**config.mk**
```make
export PLATFORM = sky130hd
export DESIGN_NAME = ahb_xip_slave_ctrl
export DESIGN_NICKNAME = d
export VERILOG_FILES = /design/src/rtl/ahb_xip_slave_ctrl.sv
export SDC_FILE = /design/constraint.sdc
export NUM_CORES = 1
export LEC_CHECK = 0
export BUFFER_PORTS_ARGS = -buffer_cell sky130_fd_sc_hd__buf_4
export CORE_MARGIN = 2
export CORE_UTILIZATION = 58
export DETAILED_ROUTE_END_ITERATION = 12
export GPL_TIMING_DRIVEN = 0
export PLACE_DENSITY = 0.95
export REMOVE_ABC_BUFFERS = 1
export SYNTH_ARGS = -nofsm -noshare
export SYNTH_HDL_FRONTEND = slang
export SYNTH_SLANG_ARGS = --single-unit
export TNS_END_PERCENT = 30
```
**constraint.sdc**
```tcl
create_clock -name h_clk -period 2.65 [get_ports h_clk]
set_clock_uncertainty 0.05 [all_clocks]
set_input_delay 0.53 -clock h_clk [delete_from_list [all_inputs] [get_ports h_clk]]
set_output_delay 0.53 -clock h_clk [all_outputs]
set_load 0.005 [all_outputs]
```
**src/rtl/ahb_xip_slave_ctrl.sv**
```systemverilog
// AHB slave control FSM for execute-in-place reads: starts QSPI fetches,
// stalls HREADY until read data arrives, and produces two-cycle ERROR responses.
module ahb_xip_slave_ctrl (
  input  logic       h_clk,
  input  logic       h_rstn,
  input  logic       h_sel,
  input  logic       non_seq_in,
  input  logic       seq_in,
  input  logic       idle_in,
  input  logic       busy_in,
  input  logic       h_write,
  input  logic [2:0] h_burst_in,
  input  logic       enter_xip_mode_in,
  input  logic       addr_err_in,
  input  logic       rd_valid_in,
  output logic       rd_pop_out,
  output logic       xip_start_out,
  output logic [4:0] xip_len_out,
  output logic       xip_abort_out,
  output logic       load_h_addr_out,
  output logic       load_h_burst_out,
  output logic       h_ready_out,
  output logic       h_resp_err_out
);

  typedef enum logic [2:0] {
    S_IDLE  = 3'd0,
    S_FETCH = 3'd1,
    S_DATA  = 3'd2,
    S_NEXT  = 3'd3,
    S_ABORT = 3'd4,
    S_ERR1  = 3'd5,
    S_ERR2  = 3'd6
  } state_t;

  localparam logic [2:0] BURST_INCR = 3'b001;
  localparam logic [7:0] WD_LAST    = 8'd254;

  state_t     state_q, state_d;
  logic [4:0] len_q, len_d;
  logic [4:0] beats_left_q, beats_left_d;
  logic [7:0] wd_cnt_q, wd_cnt_d;
  logic       err_flag_q, err_flag_d;

  logic [4:0] burst_len;
  logic       xfer_req;
  logic       start_ok;

  // WRAPx and INCRx share a length; SINGLE and INCR fetch one word at a time.
  always_comb begin
    case (h_burst_in[2:1])
      2'b00:   burst_len = 5'd1;
      2'b01:   burst_len = 5'd4;
      2'b10:   burst_len = 5'd8;
      default: burst_len = 5'd16;
    endcase
  end

  assign xfer_req = h_sel & (non_seq_in | seq_in);
  // An undefined-length INCR burst restarts a single-word fetch on every SEQ beat.
  assign start_ok = h_rstn & h_sel & enter_xip_mode_in & ~h_write &
                    (non_seq_in | (seq_in & (h_burst_in == BURST_INCR)));

  always_comb begin
    state_d          = state_q;
    len_d            = len_q;
    beats_left_d     = beats_left_q;
    wd_cnt_d         = wd_cnt_q;
    err_flag_d       = err_flag_q;
    h_ready_out      = 1'b1;
    h_resp_err_out   = 1'b0;
    xip_start_out    = 1'b0;
    xip_abort_out    = 1'b0;
    rd_pop_out       = 1'b0;
    load_h_addr_out  = 1'b0;
    load_h_burst_out = 1'b0;

    case (state_q)
      S_IDLE: begin
        if (xfer_req && addr_err_in) begin
          state_d = S_ERR1;
        end else if (start_ok) begin
          xip_start_out    = 1'b1;
          load_h_addr_out  = 1'b1;
          load_h_burst_out = 1'b1;
          len_d            = burst_len;
          beats_left_d     = burst_len;
          wd_cnt_d         = 8'd0;
          err_flag_d       = 1'b0;
          state_d          = S_FETCH;
        end
      end
      S_FETCH: begin
        h_ready_out = 1'b0;
        wd_cnt_d    = wd_cnt_q + 8'd1;
        if (rd_valid_in) begin
          state_d = S_DATA;
        end else if (wd_cnt_q == WD_LAST) begin
          err_flag_d = 1'b1;
          state_d    = S_ABORT;
        end
      end
      S_DATA: begin
        rd_pop_out   = 1'b1;
        beats_left_d = beats_left_q - 5'd1;
        state_d      = (beats_left_q == 5'd1) ? S_IDLE : S_NEXT;
      end
      S_NEXT: begin
        if (h_sel && seq_in) begin
          wd_cnt_d = 8'd0;
          state_d  = S_FETCH;
        end else if (h_sel && busy_in && !idle_in && !non_seq_in) begin
          state_d = S_NEXT;
        end else begin
          err_flag_d = 1'b0;
          state_d    = S_ABORT;
        end
      end
      S_ABORT: begin
        // Stalling here keeps the master's pending address phase on the bus.
        h_ready_out   = 1'b0;
        xip_abort_out = 1'b1;
        state_d       = err_flag_q ? S_ERR2 : S_IDLE;
      end
      S_ERR1: begin
        h_ready_out    = 1'b0;
        h_resp_err_out = 1'b1;
        state_d        = S_ERR2;
      end
      S_ERR2: begin
        h_resp_err_out = 1'b1;
        err_flag_d     = 1'b0;
        state_d        = S_IDLE;
      end
      default: state_d = S_IDLE;
    endcase
  end

  // The QSPI side sees the new length together with the start pulse.
  assign xip_len_out = xip_start_out ? burst_len : len_q;

  always_ff @(posedge h_clk or negedge h_rstn) begin
    if (!h_rstn) begin
      state_q      <= S_IDLE;
      len_q        <= 5'd0;
      beats_left_q <= 5'd0;
      wd_cnt_q     <= 8'd0;
      err_flag_q   <= 1'b0;
    end else begin
      state_q      <= state_d;
      len_q        <= len_d;
      beats_left_q <= beats_left_d;
      wd_cnt_q     <= wd_cnt_d;
      err_flag_q   <= err_flag_d;
    end
  end

endmodule

```
## Word level (Yosys, flattened, before mapping)

Index checks and enable logic that the tools add are counted.
W data, S select, Z words.

| word-level totals | value |
|---|---|
| logic and storage cells | 88 |
| register bits | 22 |

| cells by class | value |
|---|---|
| bitwise gates (word level) | 10 |
| muxes and demuxes | 32 |
| reduce and logical (&&, ||, !) cells | 19 |
| add/sub/neg operators | 2 |
| equal/unequal tests | 20 |

Operator list:

| operator | count |
|---|---|
| $mux W8 | 3 |
| $pmux W8 S3 | 1 |
| $mux W3 | 7 |
| $pmux W3 S6 | 1 |
| $mux W5 | 3 |
| $pmux W5 S3 | 1 |
| $ne A2 B2 Y1 const B | 7 |
| $mux W1 | 13 |
| $pmux W5 S2 | 1 |
| $eq A3 B3 Y1 const B | 3 |
| $add A8 B1 Y8 const B | 1 |
| $eq A8 B8 Y1 const B | 1 |
| $reduce_and A7 Y1 | 1 |
| $and A1 B1 Y1 | 6 |
| $eq A3 B1 Y1 const B | 2 |
| $eq A3 B2 Y1 const B | 2 |
| $ne A3 B3 Y1 const B | 2 |
| $reduce_and A3 Y1 | 2 |
| $eq A5 B1 Y1 const B | 1 |
| $logic_and A1 B1 Y1 | 5 |
| $sub A5 B1 Y5 const B | 1 |
| $pmux W1 S4 | 1 |
| $reduce_and A4 Y1 | 1 |
| $reduce_bool A4 Y1 | 1 |
| other kinds (13) | 16 |

## Depth between registers and ports, before layout

| logic depth | value |
|---|---|
| depth in word-level cells | 8 |
| mapped depth | 7 |
| depth with buffers taken out | 6 |

## Least setup slack after synthesis

OpenSTA, ideal clock, no wires.

| path | value |
|---|---|
| kind | input to output |
| start point | input h_burst_in[2] |
| end point | output xip_len_out[2] |
| data arrival time | 1490 ps |
| path buffers | 1 |
| slack | 580 ps |
| cell stages on the path | 5 |
| cell sequence | and4bb_1 -> o2111ai_1 -> buf_4 -> nor3b_1 -> a21o_1 |

| between the ends | value |
|---|---|
| word-level cells in the longest chain between the ends | 8 |

RTL lines:

| element | line | text |
|---|---|---|
| from (decl) | 12 | `input logic [2:0] h_burst_in,` |
| $eq A3 B1 Y1 | 62 | `(non_seq_in \| (seq_in & (h_burst_in == BURST_INCR)));` |
| $and A1 B1 Y1 | 62 |  |
| $or A1 B1 Y1 | 62 |  |
| $and A1 B1 Y1 | 61 | `assign start_ok = h_rstn & h_sel & enter_xip_mode_in & ~h_write &` |
| $mux W1 | 82 | `end else if (start_ok) begin` |
| $mux W1 | 80 | `if (xfer_req && addr_err_in) begin` |
| $mux W1 | 78 | `case (state_q)` |
| $mux W5 * | 140 | `assign xip_len_out = xip_start_out ? burst_len : len_q;` |
| to (decl) | 18 | `output logic [4:0] xip_len_out,` |

Every way passes the cells marked *; elsewhere a longest branch is shown, timed or not.

## Final worst setup path

| path | value |
|---|---|
| start point | register state_q[0] |
| end point | output xip_len_out[2] |

| between the ends | value |
|---|---|
| word-level cells in the longest chain between the ends | 3 |

RTL lines:

| element | line | text |
|---|---|---|
| from (decl) | 39 | `state_t state_q, state_d;` |
| from (signal assigned) | 150 | `state_q <= state_d;` |
| $logic_not A3 Y1 | 78 |  |
| $mux W1 | 78 |  |
| $mux W5 | 140 |  |

No other way between the ends.

==> flow_summary.ini <==
[setup_path]
crit_chain = nor3_4 -> o2111ai_4 -> nor3b_2 -> a21o_1 -> buf_4
rrSetupSlack_ns = 0.83
critPathSlowestCell = dfrtp_2
critPathMaxFanout = 14
setup.worst_path.end = xip_len_out[2]
reg2reg_depth = 5
worstSetupPathType = flop to output port
critical_path_required_ns = 2.07
slowest_delay_ns = 0.53
cp.arrival_ns = 1.90
r2r-end = beats_left_q[2]
cp-startpoint = state_q[0]
start_kind = flop
critPathCaptureType = output port
r2r-start = state_q[0]

[detailed_routing]
routed-via-count = 1195
via_per_inst = 6.035
drtIter0Drc = 41
ant_nets = 0
post_drt_wl_per_cell_um = 16.01
first_pass_iters = 5
wl_um = 3169
drc = 0

[floorplan]
io_pins = 26
initial_core_util_pct = 59.63
core_mm2 = 0.002170
die_area_mm2 = 0.002625
die_x_um = 51.23
die-height_um = 51.23
rows = 17

[yosys]
ys_seq_area_share_pct = 40.62
synth_top_flop_cell = dfrtp_1
synth-async-reset-ratio_pct = 100.0
synthTopCellsByArea = dfrtp_1 (41%), nand2_1 (5.5%), o21ai_0 (5.4%), ha_1 (3.9%), nor2_1 (3.8%)
synth_area_per_cell_um2 = 8.741
synth-seq-cells = 21
synth_edf_count = 0
synthCells = 148
yosys_warnings = 0
synth_area_mm2 = 0.001294
ys_types = 47
netlist.area_leader.share_pct = 40.62
yosys.area.top_type = dfrtp_1

[sta]
whs_ns = 0.04149
fin_ws_ns = 0.1716
setup_tns_ns = 0
rsz0062_at_grt = false
fin_crit_sh_pct = 93.52
finalCriticalPeriod_ns = 2.478
report.final.hold_viol_count = 0
final_max_slew_viol_count = 0
finalSetupViolCount = 0
fmax_ghz = 0.4035

[clocking]
path_clk_slew_ns = 0.12
insertion_delay_ns = 0.31
cts-htree-levels = 1
root_buffer = clkbuf_4
cts_made_buffers = 3
cts_tree = built
clk_path_buf_depth = 2
cts.sink_count = 21
cts_hold_buf = 0

[cells_and_area]
fin_nets = 189
nFillCells = 174
area_growth_syn_to_layout_pct = 18.76
final_util_pct = 70.82
drive_above_1_share_pct = 25.88
final_area_mm2 = 0.001536
n_antenna_cell = 0
instances_no_fill = 198

[place]
port_buffers = 24
pre_cts_ws_ns = -0.1903
gp_congestion = 0.8350
hpwl_um = 2213
dpl.cell_count = 192
place_area_mm2 = 0.001461

[worst_hold_path]
hold_class = input port to asynchronous set/reset pin

[grt]
grt_overflow = 0
grt_pass1_vias = 1221
grt_pass1_wl_um = 5423
grt_usage_pct = 27.56
antenna_found_initial = 0
grt_max_degree = 23

[pwr]
power_density_mw_per_mm2 = 868.4
ir_worst_vdd_v = 0.0006359
total_power_mw = 1.334
leakagePower_nw = 0.6980

[run_status]
status = completed

[job]
maxCapViolations = 0
[metal layers]
| metal | up-vias | wire (um) | track usage [%] |
|---|---|---|---|
| li1 | 582 | - | - |
| met1 | 564 | 1300 | 31.41 |
| met2 | 43 | 1688 | 52.60 |
| met3 | 6 | 136 | 3.801 |
| met4 | 0 | 45 | 8.772 |
| met5 | - | 0 | 0 |
[layout make-up]
type | instances | area [um2] | area share [%]
inverters | 7 | 26.28 | 1.710
flip-flops and latches | 21 | 529.3 | 34.45
clock buffers | 4 | 26.28 | 1.710
repair buffers | 26 | 195.2 | 12.70
multi-input cells | 112 | 724.4 | 47.15
well taps | 28 | 35.03 | 2.280
[layout by cell type (no fill, tap or decap), types with 2 or more instances in the layout]
cell type / instances
a21oi_1: 6
a31oi_1: 3
buf_4: 26
clkbuf_4: 3
dfrtp_1: 18
dfrtp_2: 3
ha_1: 4
inv_1: 7
nand2_1: 19
nand2b_1: 2
nand3_1: 7
nor2_1: 13
nor3_1: 3
nor3b_1: 2
nor4b_1: 2
o211ai_2: 2
o21ai_0: 14
o21ai_1: 3
o32ai_1: 2
or2_2: 2
[synthesized netlist by cell type, drive strengths merged (2+ instances only)]
library cell / number
a31oi: 3
nor3b: 3
nor3: 4
or2: 2
o211ai: 2
o21ai: 17
o32ai: 2
ha: 4
inv: 7
nor2: 13
a21oi: 6
dfrtp: 21
nand3: 7
nand2b: 2
buf: 6
clkbuf: 2
nor4b: 2
nand2: 19
[state kept, by name (all words and copies together) (netlist names)]
signal        count
state_q           3
wd_cnt_q          8
beats_left_q      5
err_flag_q        1
len_q             4
[worst min path at each step]
| stage | startpoint | to | slack, ns |
|---|---|---|---|
| 2_1_floorplan | h_rstn | beats_left_q[0] | 0.18 |
| 3_3_place_gp | h_rstn | err_flag_q | 0.38 |
| 3_5_place_dp | h_rstn | state_q[2] | 0.38 |
| 4_1_cts | h_rstn | err_flag_q | 0.05 |
| 5_1_grt | h_rstn | err_flag_q | 0.04 |
| 6_report | h_rstn | beats_left_q[3] | 0.04 |
[logic make-up after synthesis]
group / count (synthesis) / synth area share [%]
buf+inv: 15 / 5.707
compound gates: 45 / 23.89
xor+xnor: 2 / 1.354
flops: 21 / 40.62
other cells: 1 / 0.2899
mux: 1 / 0.8703
fa+ha+maj: 4 / 3.869
simple gates: 59 / 23.40
[report_power, final]
group / switching [mW] / internal, mW / total (mW)
Clock: 0.0968 / 0.0587 / 0.156
Combinational: 0.315 / 0.292 / 0.607
Sequential: 0.157 / 0.415 / 0.572
Total: 0.569 / 0.766 / 1.33
[worst max-delay path: cells and delay by family (launching register included)]
| kind | cells | cell delay [ns] |
|---|---|---|
| AOI/OAI and AO/OA | 2 | 0.39 |
| buffers and inverters | 1 | 0.11 |
| DFF | 1 | 0.53 |
| and+or+nand+nor | 2 | 0.57 |
[repair_timing]
action                                 in CTS  in global routing
pin swaps                                   0                  1
setup endpoints to repair                   7                  4
gates resized for setup                     4                  4
setup buffers                               0                  2
endpoints found under the hold margin       0                  0
No activity file was read; power rests on OpenSTA's default activity.
